<file path="config.mk">
export PLATFORM = sky130hd
export DESIGN_NAME = mux_rr_sel_arbiter_flat
export DESIGN_NICKNAME = d
export VERILOG_FILES = /design/src/rtl/mux_rr_sel_arbiter_if.sv /design/src/rtl/mux_rr_sel_arbiter.sv /design/src/flat_wrapper.sv
export SDC_FILE = /design/constraint.sdc
export NUM_CORES = 1
export LEC_CHECK = 0
export ABC_AREA = 1
export BUFFER_PORTS_ARGS = -buffer_cell sky130_fd_sc_hd__buf_2
export CELL_PAD_IN_SITES_DETAIL_PLACEMENT = 2
export CELL_PAD_IN_SITES_GLOBAL_PLACEMENT = 2
export CORE_UTILIZATION = 25
export DETAILED_ROUTE_END_ITERATION = 8
export GPL_TIMING_DRIVEN = 0
export PLACE_DENSITY = 0.68
export SLEW_MARGIN = 10
export SYNTH_ARGS = -nofsm -noshare
export SYNTH_HDL_FRONTEND = slang
export SYNTH_SLANG_ARGS = --single-unit
</file>
<file path="constraint.sdc">
create_clock -name clk -period 2.27 [get_ports clk]
set_input_delay 0.1135 -clock clk [delete_from_list [all_inputs] [get_ports clk]]
set_output_delay 0.1135 -clock clk [all_outputs]
set_load 0.01 [all_outputs]
</file>
<file path="src/rtl/mux_rr_sel_arbiter_if.sv">
// Handshake bundle between requesters and the mux-tree select arbiter.
// master = requester side, slave = arbiter side.
interface mux_rr_sel_arbiter_if #(
  parameter int unsigned N     = 8,
  parameter int unsigned SEL_W = 3
);
  logic [N-1:0]     req;
  logic             done;
  logic [SEL_W-1:0] sel;
  logic [N-1:0]     gnt;
  logic             gnt_valid;
  logic             preempt;

  modport master (output req, output done,
                  input  sel, input gnt, input gnt_valid, input preempt);
  modport slave  (input  req, input done,
                  output sel, output gnt, output gnt_valid, output preempt);
endinterface

</file>
<file path="src/rtl/mux_rr_sel_arbiter.sv">
// Round-robin arbiter driving a shared binary mux tree's SEL bus, with
// settle cycles after every SEL change and a bounded grant tenure.
module mux_rr_sel_arbiter #(
  parameter int unsigned N          = 8,
  parameter int unsigned SEL_W      = 3,
  parameter int unsigned SETTLE_CYC = 1,
  parameter int unsigned MAX_HOLD   = 16
) (
  input  logic                 clk,
  input  logic                 rst_n,
  mux_rr_sel_arbiter_if.slave  bus
);

  localparam int unsigned CNT_W  = 4;
  localparam int unsigned HOLD_W = (MAX_HOLD > 1) ? $clog2(MAX_HOLD) : 1;
  localparam logic [CNT_W-1:0]  SETTLE_INIT = (SETTLE_CYC == 0) ? '0 : CNT_W'(SETTLE_CYC - 1);
  localparam logic [HOLD_W-1:0] HOLD_LAST   = HOLD_W'(MAX_HOLD - 1);

  typedef enum logic [1:0] {S_IDLE, S_SETTLE, S_GRANT} state_t;

  state_t             state_q, state_d;
  logic [SEL_W-1:0]   sel_q, sel_d;
  logic [SEL_W-1:0]   ptr_q, ptr_d;
  logic [HOLD_W-1:0]  hold_q, hold_d;
  logic [CNT_W-1:0]   settle_q, settle_d;
  logic [N-1:0]       gnt_q, gnt_d;
  logic               gnt_valid_q, gnt_valid_d;
  logic               preempt_q, preempt_d;

  logic [SEL_W-1:0]   win_idx;
  logic [SEL_W-1:0]   scan_idx;
  logic [N-1:0]       sel_onehot;
  logic               owner_req;
  logic               others_req;

  // Scan downward from the farthest offset so the nearest request to ptr wins.
  always_comb begin
    win_idx  = ptr_q;
    scan_idx = ptr_q;
    for (int j = int'(N) - 1; j >= 0; j--) begin
      scan_idx = ptr_q + SEL_W'(j);
      if (bus.req[scan_idx]) win_idx = scan_idx;
    end
  end

  assign sel_onehot = N'(1) << sel_q;
  assign owner_req  = bus.req[sel_q];
  assign others_req = |(bus.req & ~sel_onehot);

  always_comb begin
    state_d     = state_q;
    sel_d       = sel_q;
    ptr_d       = ptr_q;
    hold_d      = hold_q;
    settle_d    = settle_q;
    gnt_d       = '0;
    gnt_valid_d = 1'b0;
    preempt_d   = 1'b0;
    unique case (state_q)
      S_IDLE: begin
        if (|bus.req) begin
          sel_d = win_idx;
          if (SETTLE_CYC != 0) begin
            state_d  = S_SETTLE;
            settle_d = SETTLE_INIT;
          end else begin
            state_d     = S_GRANT;
            hold_d      = '0;
            gnt_d       = N'(1) << win_idx;
            gnt_valid_d = 1'b1;
          end
        end
      end
      S_SETTLE: begin
        if (!owner_req) begin
          state_d = S_IDLE;
        end else if (settle_q == '0) begin
          state_d     = S_GRANT;
          hold_d      = '0;
          gnt_d       = sel_onehot;
          gnt_valid_d = 1'b1;
        end else begin
          settle_d = settle_q - CNT_W'(1);
        end
      end
      S_GRANT: begin
        // A normal release takes precedence over the hold-limit preempt.
        if (bus.done || !owner_req) begin
          state_d = S_IDLE;
          ptr_d   = sel_q + SEL_W'(1);
        end else if ((hold_q == HOLD_LAST) && others_req) begin
          state_d   = S_IDLE;
          ptr_d     = sel_q + SEL_W'(1);
          preempt_d = 1'b1;
        end else begin
          gnt_d       = sel_onehot;
          gnt_valid_d = 1'b1;
          if (hold_q != HOLD_LAST) hold_d = hold_q + HOLD_W'(1);
        end
      end
      default: state_d = S_IDLE;
    endcase
  end

  always_ff @(posedge clk or negedge rst_n) begin
    if (!rst_n) begin
      state_q     <= S_IDLE;
      sel_q       <= '0;
      ptr_q       <= '0;
      hold_q      <= '0;
      settle_q    <= '0;
      gnt_q       <= '0;
      gnt_valid_q <= 1'b0;
      preempt_q   <= 1'b0;
    end else begin
      state_q     <= state_d;
      sel_q       <= sel_d;
      ptr_q       <= ptr_d;
      hold_q      <= hold_d;
      settle_q    <= settle_d;
      gnt_q       <= gnt_d;
      gnt_valid_q <= gnt_valid_d;
      preempt_q   <= preempt_d;
    end
  end

  assign bus.sel       = sel_q;
  assign bus.gnt       = gnt_q;
  assign bus.gnt_valid = gnt_valid_q;
  assign bus.preempt   = preempt_q;

endmodule
</file>
<file path="src/flat_wrapper.sv">
// flat-port wrapper written by rule: the top's interface ports become plain ports
module mux_rr_sel_arbiter_flat 
#(
  parameter int unsigned N          = 8,
  parameter int unsigned SEL_W      = 3,
  parameter int unsigned SETTLE_CYC = 1,
  parameter int unsigned MAX_HOLD   = 16
)
  (clk, rst_n, bus_req, bus_done, bus_sel, bus_gnt, bus_gnt_valid, bus_preempt);
  mux_rr_sel_arbiter_if #(.N(N), .SEL_W(SEL_W)) bus_i ();
  input  logic clk;
  input  logic rst_n;
  input wire logic [$bits(bus_i.req)-1:0] bus_req;
  input wire logic [$bits(bus_i.done)-1:0] bus_done;
  output wire logic [$bits(bus_i.sel)-1:0] bus_sel;
  output wire logic [$bits(bus_i.gnt)-1:0] bus_gnt;
  output wire logic [$bits(bus_i.gnt_valid)-1:0] bus_gnt_valid;
  output wire logic [$bits(bus_i.preempt)-1:0] bus_preempt;
  assign bus_i.req = bus_req;
  assign bus_i.done = bus_done;
  assign bus_sel = bus_i.sel;
  assign bus_gnt = bus_i.gnt;
  assign bus_gnt_valid = bus_i.gnt_valid;
  assign bus_preempt = bus_i.preempt;
  mux_rr_sel_arbiter #(.N(N), .SEL_W(SEL_W), .SETTLE_CYC(SETTLE_CYC), .MAX_HOLD(MAX_HOLD)) u_core (.clk(clk), .rst_n(rst_n), .bus(bus_i));
endmodule
</file>
==> impl_metrics.toml, run 1 <==
[drt]
vias_per_cell = 4.80
remaining_drc_errors = 0
route.vias.total = 2062
wl_per_cell_um = 14.7
drt_iter0_drc = 61
firstDrtPassIters = 4
drt-total-wl_mm = 6.34
ant_nets = 0

[critical_path]
required_ns = 2.44
arrival_ns = 2.24
cp-startpoint = "u_core.ptr_q[1]"
critPathMaxFanout = 10
reg2reg_from = "u_core.ptr_q[1]"
end_kind = "register"
start_kind = "register"
worstSetupPathType = "reg2reg"

[timing]
slew_violations = 0
rsz0062_at_grt = "false"
finClkSkew_ns = 0.00491
worstMarginPinSlew_ns = 0.593
finalHoldViolCount = 0
slew_headroom_pct = 60.5
setup_viol = 0
max_freq_ghz = 0.483
fin_crit_sh_pct = 91.2
holdWs_ns = 0.106
period_needed_ns = 2.07
timing.final.ws_setup_ns = 0.200

[place]
gp_congestion = 0.822
io_buffers = 23
place_ws_ns = -0.0973
dpl.hpwl_mm = 5.16

[floorplan]
start_util_pct = 26.3
coreArea_sq_mm = 0.00789
dieArea_sq_mm = 0.00868
die_x_um = 93.2
num_rows = 32
die_h_um = 93.2
io_pins = 24

[grt]
grt_max_degree = 27
grt_pass1_wl_mm = 10.9
grt_pass1_vias = 2219
antenna_found_initial = 0
grt_overflow = 0
grt_usage_pct = 15.9

[power]
ir_drop_uv = 546
power_density_mw_per_mm2 = 1600
p_leak_nw = 1.28

[min_path]
hold_path.class = "in2reg"
min_from = "bus_done"

[clocking]
htree_levels = 1
cts_sinks = 26
numCtsBuffers = 3
cts_tree = "done"
cts_root_buffer = "clkbuf_8"
cts_max_path_buffers = 2
clkLatencyLatePin_ns = 0.27
path_clk_slew_ns = 0.10

[cells_and_area]
fin_nets = 354
most-common-layout-cells = "nand2_1 (91), nand3_1 (44), inv_1 (32)"
drive_gt1_share_pct = 22.9
final_common_cell = "nand2_1"
area_delta_synth_final_pct = 17.5
diodes = 0

[synth]
synth.net_count = 321
avgSynthCellArea_sq_um = 7.02
ys_ff_latch = 26
netlist_area_sq_mm = 0.00208
yosysWarnings = 0
syn_inst = 296
ys_types = 29
seq_area_frac_synth_pct = 31.3

[outcome]
status = "completed"

[flow_run]
drv_cap = 0
-- path summary, 6_finish.rpt --
path,to,slack [ns],cells after the start
worst max-delay path,u_core.bus.sel[0],0.20,17
worst min-delay path,u_core.bus.preempt,0.11,4
worst max register to register,u_core.bus.sel[0],0.20,17
worst min register to register,u_core.settle_q[1],0.50,2
max in group asynchronous,u_core.bus.sel[1],1.46,2
min in group asynchronous,u_core.bus.gnt_valid,0.39,2
-- cells by family (layout without fill, tap and decap cells) --
logic type	Yosys count	count (layout)	synth area share, %
AND/OR/NAND/NOR	168	168	38.1
AO/OA/AOI/OAI	40	40	11.1
adder cells (fa/ha/maj)	14	14	8.43
buffers and inverters	45	77	8.98
flip-flops	26	26	31.3
XOR/XNOR	3	3	1.99
-- cell type report --
type                       instances  area (sq um)
inverter                          42           163
buffer                             3          30.0
fill                             958          5450
multi-input combinational        225          1260
timing repair buffer              28           155
tap                              102           128
clock buffer                       4          55.1
sequential                        26           653
-- state kept, by name, indices dropped and copies added, names as in the netlist --
| register | flops |
|---|---|
| u_core.bus.sel | 3 |
| u_core.ptr_q | 3 |
| u_core.hold_q | 4 |
| u_core.settle_q | 4 |
| u_core.bus.preempt | 1 |
| u_core.state_q | 2 |
| u_core.bus.gnt | 8 |
| u_core.bus.gnt_valid | 1 |
-- per-layer routing --
layer / vias to the layer above / part of all wire [%] / wire length, um / GRT usage, %
met1: 1015 / 48 / 3050 / 21.5
met3: 2 / 1.1 / 68 / 0.976
li1: 1029 / - / - / -
met2: 16 / 50 / 3190 / 28.1
met4: 0 / 0.63 / 40 / 3.08
met5: - / 0 / 0 / 0
-- metrics by stage --
stage,total power [mW],area (sq um),std cells,utilization (%),setup TNS (ns)
detailed placement,3.54,2320,421,29.4,-0.152
global route,4.37,2440,430,30.9,0
floorplan,2.79,2080,296,-,0
finish,3.90,2440,430,30.9,0
CTS,3.92,2400,426,30.4,0
global placement,3.46,2320,421,29.4,-0.111
-- cells in the mapped netlist --
master    number  share of area [%]
xor2_1         1               0.42
o22ai_1        1               0.30
o21ai_0        6                1.4
xnor2_2        1               0.78
o21ai_2        1               0.42
inv_1         33                6.0
xor2_2         1               0.78
inv_4          1               0.30
o211ai_2       1               0.60
buf_4          2               0.72
nand4_1        2               0.60
nand2_1       91                 16
o21ai_1        7                1.7
o31ai_1        2               0.72
a21oi_1       17                4.1
nor4_1         1               0.30
nand2_4        4                2.2
nor2_1         9                1.6
dfrtp_1       26                 31
nor2_4         1               0.54
nand2_2        1               0.30
a31oi_1        2               0.60
ha_1          14                8.4
buf_6          1               0.54
nand3_1       45                 11
nand3_2        6                2.9
inv_2          8                1.4
nor2_2         8                2.4
a21oi_2        3                1.3
-- repair_timing --
action / CTS / global route
gates resized for setup: 3 / 5
pin swaps: 0 / 1
hold buffers: 1 / 0
hold endpoints to repair: 26 / 0
setup buffers: 0 / 4
gates cloned: 0 / 0
endpoints found under the setup margin: 2 / 15
-- report_power, final --
group | switching (mW) | total [mW] | internal (mW)
Clock | 0.152 | 0.307 | 0.155
Sequential | 0.149 | 0.751 | 0.602
Combinational | 1.85 | 2.84 | 0.991
-- worst max-delay path: stages, from the launching register on --
cell     delay, ns
dfrtp_1       0.41
buf_6         0.15
inv_4         0.13
ha_4          0.26
inv_4         0.10
nand3_1       0.10
nand3_1       0.13
nand2_1       0.11
inv_1         0.06
nand2_1       0.05
nand2_1       0.05
nand2_1       0.06
nand2_1       0.06
nand2_1       0.07
nand2_1       0.06
nand2_1       0.04
nand3_1       0.07
nand2_1       0.05
(Power assumes the default switching activity.)
==> inputs of run 2 (changes only) <==
--- a/config.mk
+++ b/config.mk
@@ -12,7 +12,7 @@
 export CORE_UTILIZATION = 25
 export DETAILED_ROUTE_END_ITERATION = 8
 export GPL_TIMING_DRIVEN = 0
-export PLACE_DENSITY = 0.68
+export PLACE_DENSITY_LB_ADDON = 0.1
 export SLEW_MARGIN = 10
 export SYNTH_ARGS = -nofsm -noshare
 export SYNTH_HDL_FRONTEND = slang
==> impl_metrics.toml, run 2 (synthesized netlist as in run 1, its figures left out) <==
[min_path]
holdPathEnd = "u_core.bus.preempt"
min_from = "bus_done"
min_path_cells = 4
hold_path.class = "in2reg"

[clocking]
clkLatencyLatePin_ns = 0.28
numCtsBuffers = 3
cts_sinks = 26
cts_max_path_buffers = 2
cts_tree = "done"
htree_levels = 1
cts_root_buffer = "clkbuf_8"
path_clk_slew_ns = 0.11

[cells_and_area]
drive_gt1_share_pct = 24.4
largest_reg_flops = 8
area_delta_synth_final_pct = 19.5
final_common_cell = "nand2_1"
fin_nets = 354
fillers = 984
diodes = 0
most-common-layout-cells = "nand2_1 (89), nand3_1 (41), inv_1 (32)"

[timing]
max_freq_ghz = 0.481
finalHoldViolCount = 0
setup_viol = 0
slew_violations = 0
fin_crit_sh_pct = 91.6
finClkSkew_ns = 0.00936
worstMarginPinSlew_ns = 0.600
holdWs_ns = 0.109
fin_tns_setup_ns = 0
rsz0062_at_grt = "false"
period_needed_ns = 2.08
slew_headroom_pct = 60.0

[floorplan]
num_rows = 32
die_h_um = 93.2
die_x_um = 93.2
coreArea_sq_mm = 0.00789
start_util_pct = 26.3
io_pins = 24
dieArea_sq_mm = 0.00868

[drt]
vias_per_cell = 4.77
ant_nets = 0
firstDrtPassIters = 4
drt_iter0_drc = 70
wl_per_cell_um = 15.2
drt-total-wl_mm = 6.55
remaining_drc_errors = 0
route.vias.total = 2053

[critical_path]
worstSetupPathType = "reg2reg"
r2r_slack_ns = 0.19
worstRegToRegCells = 16
reg2reg_from = "u_core.ptr_q[1]"
rr_endpoint = "u_core.bus.sel[0]"
end_kind = "register"
arrival_ns = 2.26
required_ns = 2.45
start_kind = "register"
critPathMaxFanout = 10

[grt]
grt_usage_pct = 16.5
antenna_found_initial = 0
grt_overflow = 0
grt_pass1_vias = 2248
grt_pass1_wl_mm = 11.2
grt_max_degree = 27

[place]
dpl.hpwl_mm = 5.26
io_buffers = 23
gp_congestion = 0.774

[flow_run]
drv_cap = 0

[power]
p_leak_nw = 1.30
power_density_mw_per_mm2 = 1640
ir_drop_uv = 447

[outcome]
status = "completed"
run 2: critical path, cell delays in order, from the launching register on:
cell and delay, ns:
dfrtp_1 0.38, buf_6 0.18, inv_8 0.07, ha_4 0.34, inv_4 0.07, nand3_1 0.11
nand3_1 0.14, nand2_2 0.13, inv_1 0.05, nand2_1 0.06, nand2_1 0.05, nand2_1 0.06
nand2_1 0.05, nand2_1 0.09, nand3_1 0.07, nand3_1 0.08, nand2_1 0.05
run 2: repair_timing:
| action | in CTS | in global routing |
|---|---|---|
| endpoints found under the hold margin | 26 | 0 |
| pin swaps | 0 | 1 |
| buffers inserted | 0 | 4 |
| setup endpoints to repair | 3 | 18 |
| gates cloned | 0 | 0 |
| hold buffers | 1 | 0 |
| gates resized for setup | 3 | 13 |
run 2: area by class of cell:
cell class,count,area [sq um],area share [%]
flip-flops and latches,26,653,26.3
well taps,102,128,5.14
plain buffers,3,30.0,1.21
multi-input cells,225,1280,51.5
inverters,42,170,6.85
clock buffers,3,41.3,1.66
repair buffers,28,153,6.15
clock inverters,1,30.0,1.21
run 2: report_power, final:
group	internal [mW]	switching, mW	total (mW)	leakage, nW
Sequential	0.602	0.151	0.753	0.339
Clock	0.236	0.164	0.400	0.0357
Combinational	0.992	1.91	2.91	0.923
Total	1.83	2.23	4.06	1.30
run 2: through the flow:
step	util (%)	total power, mW	worst slack, ns	area (sq um)	instances
after global routing	31.5	4.56	0.00349	2480	430
after detailed placement	29.4	3.55	-0.0930	2320	421
final	31.5	4.06	0.190	2480	430
after CTS	30.6	4.01	0.0255	2420	426
after global placement	29.4	3.48	-0.0867	2320	421
after floorplan	-	2.79	0.399	2080	296
run 2: worst max-delay path by stage:
stage / slack [ns] / from / endpoint
3_3_place_gp: -0.09 / u_core.ptr_q[1] / u_core.bus.sel[0]
2_1_floorplan: 0.40 / u_core.ptr_q[1] / u_core.bus.sel[0]
3_5_place_dp: -0.09 / u_core.ptr_q[1] / u_core.bus.sel[0]
6_report: 0.19 / u_core.ptr_q[1] / u_core.bus.sel[0]
5_1_grt: 0.003 / u_core.ptr_q[1] / u_core.bus.sel[1]
4_1_cts: 0.03 / u_core.bus.sel[1] / u_core.hold_q[2]
run 2: metal layers:
layer  vias to the layer above  wire length (um)  track usage, %
met3                         2                91            2.20
met5                         -                 0               0
met1                      1013              3330            21.8
li1                       1026                 -               -
met4                         0                30            2.31
met2                        12              3100            29.2
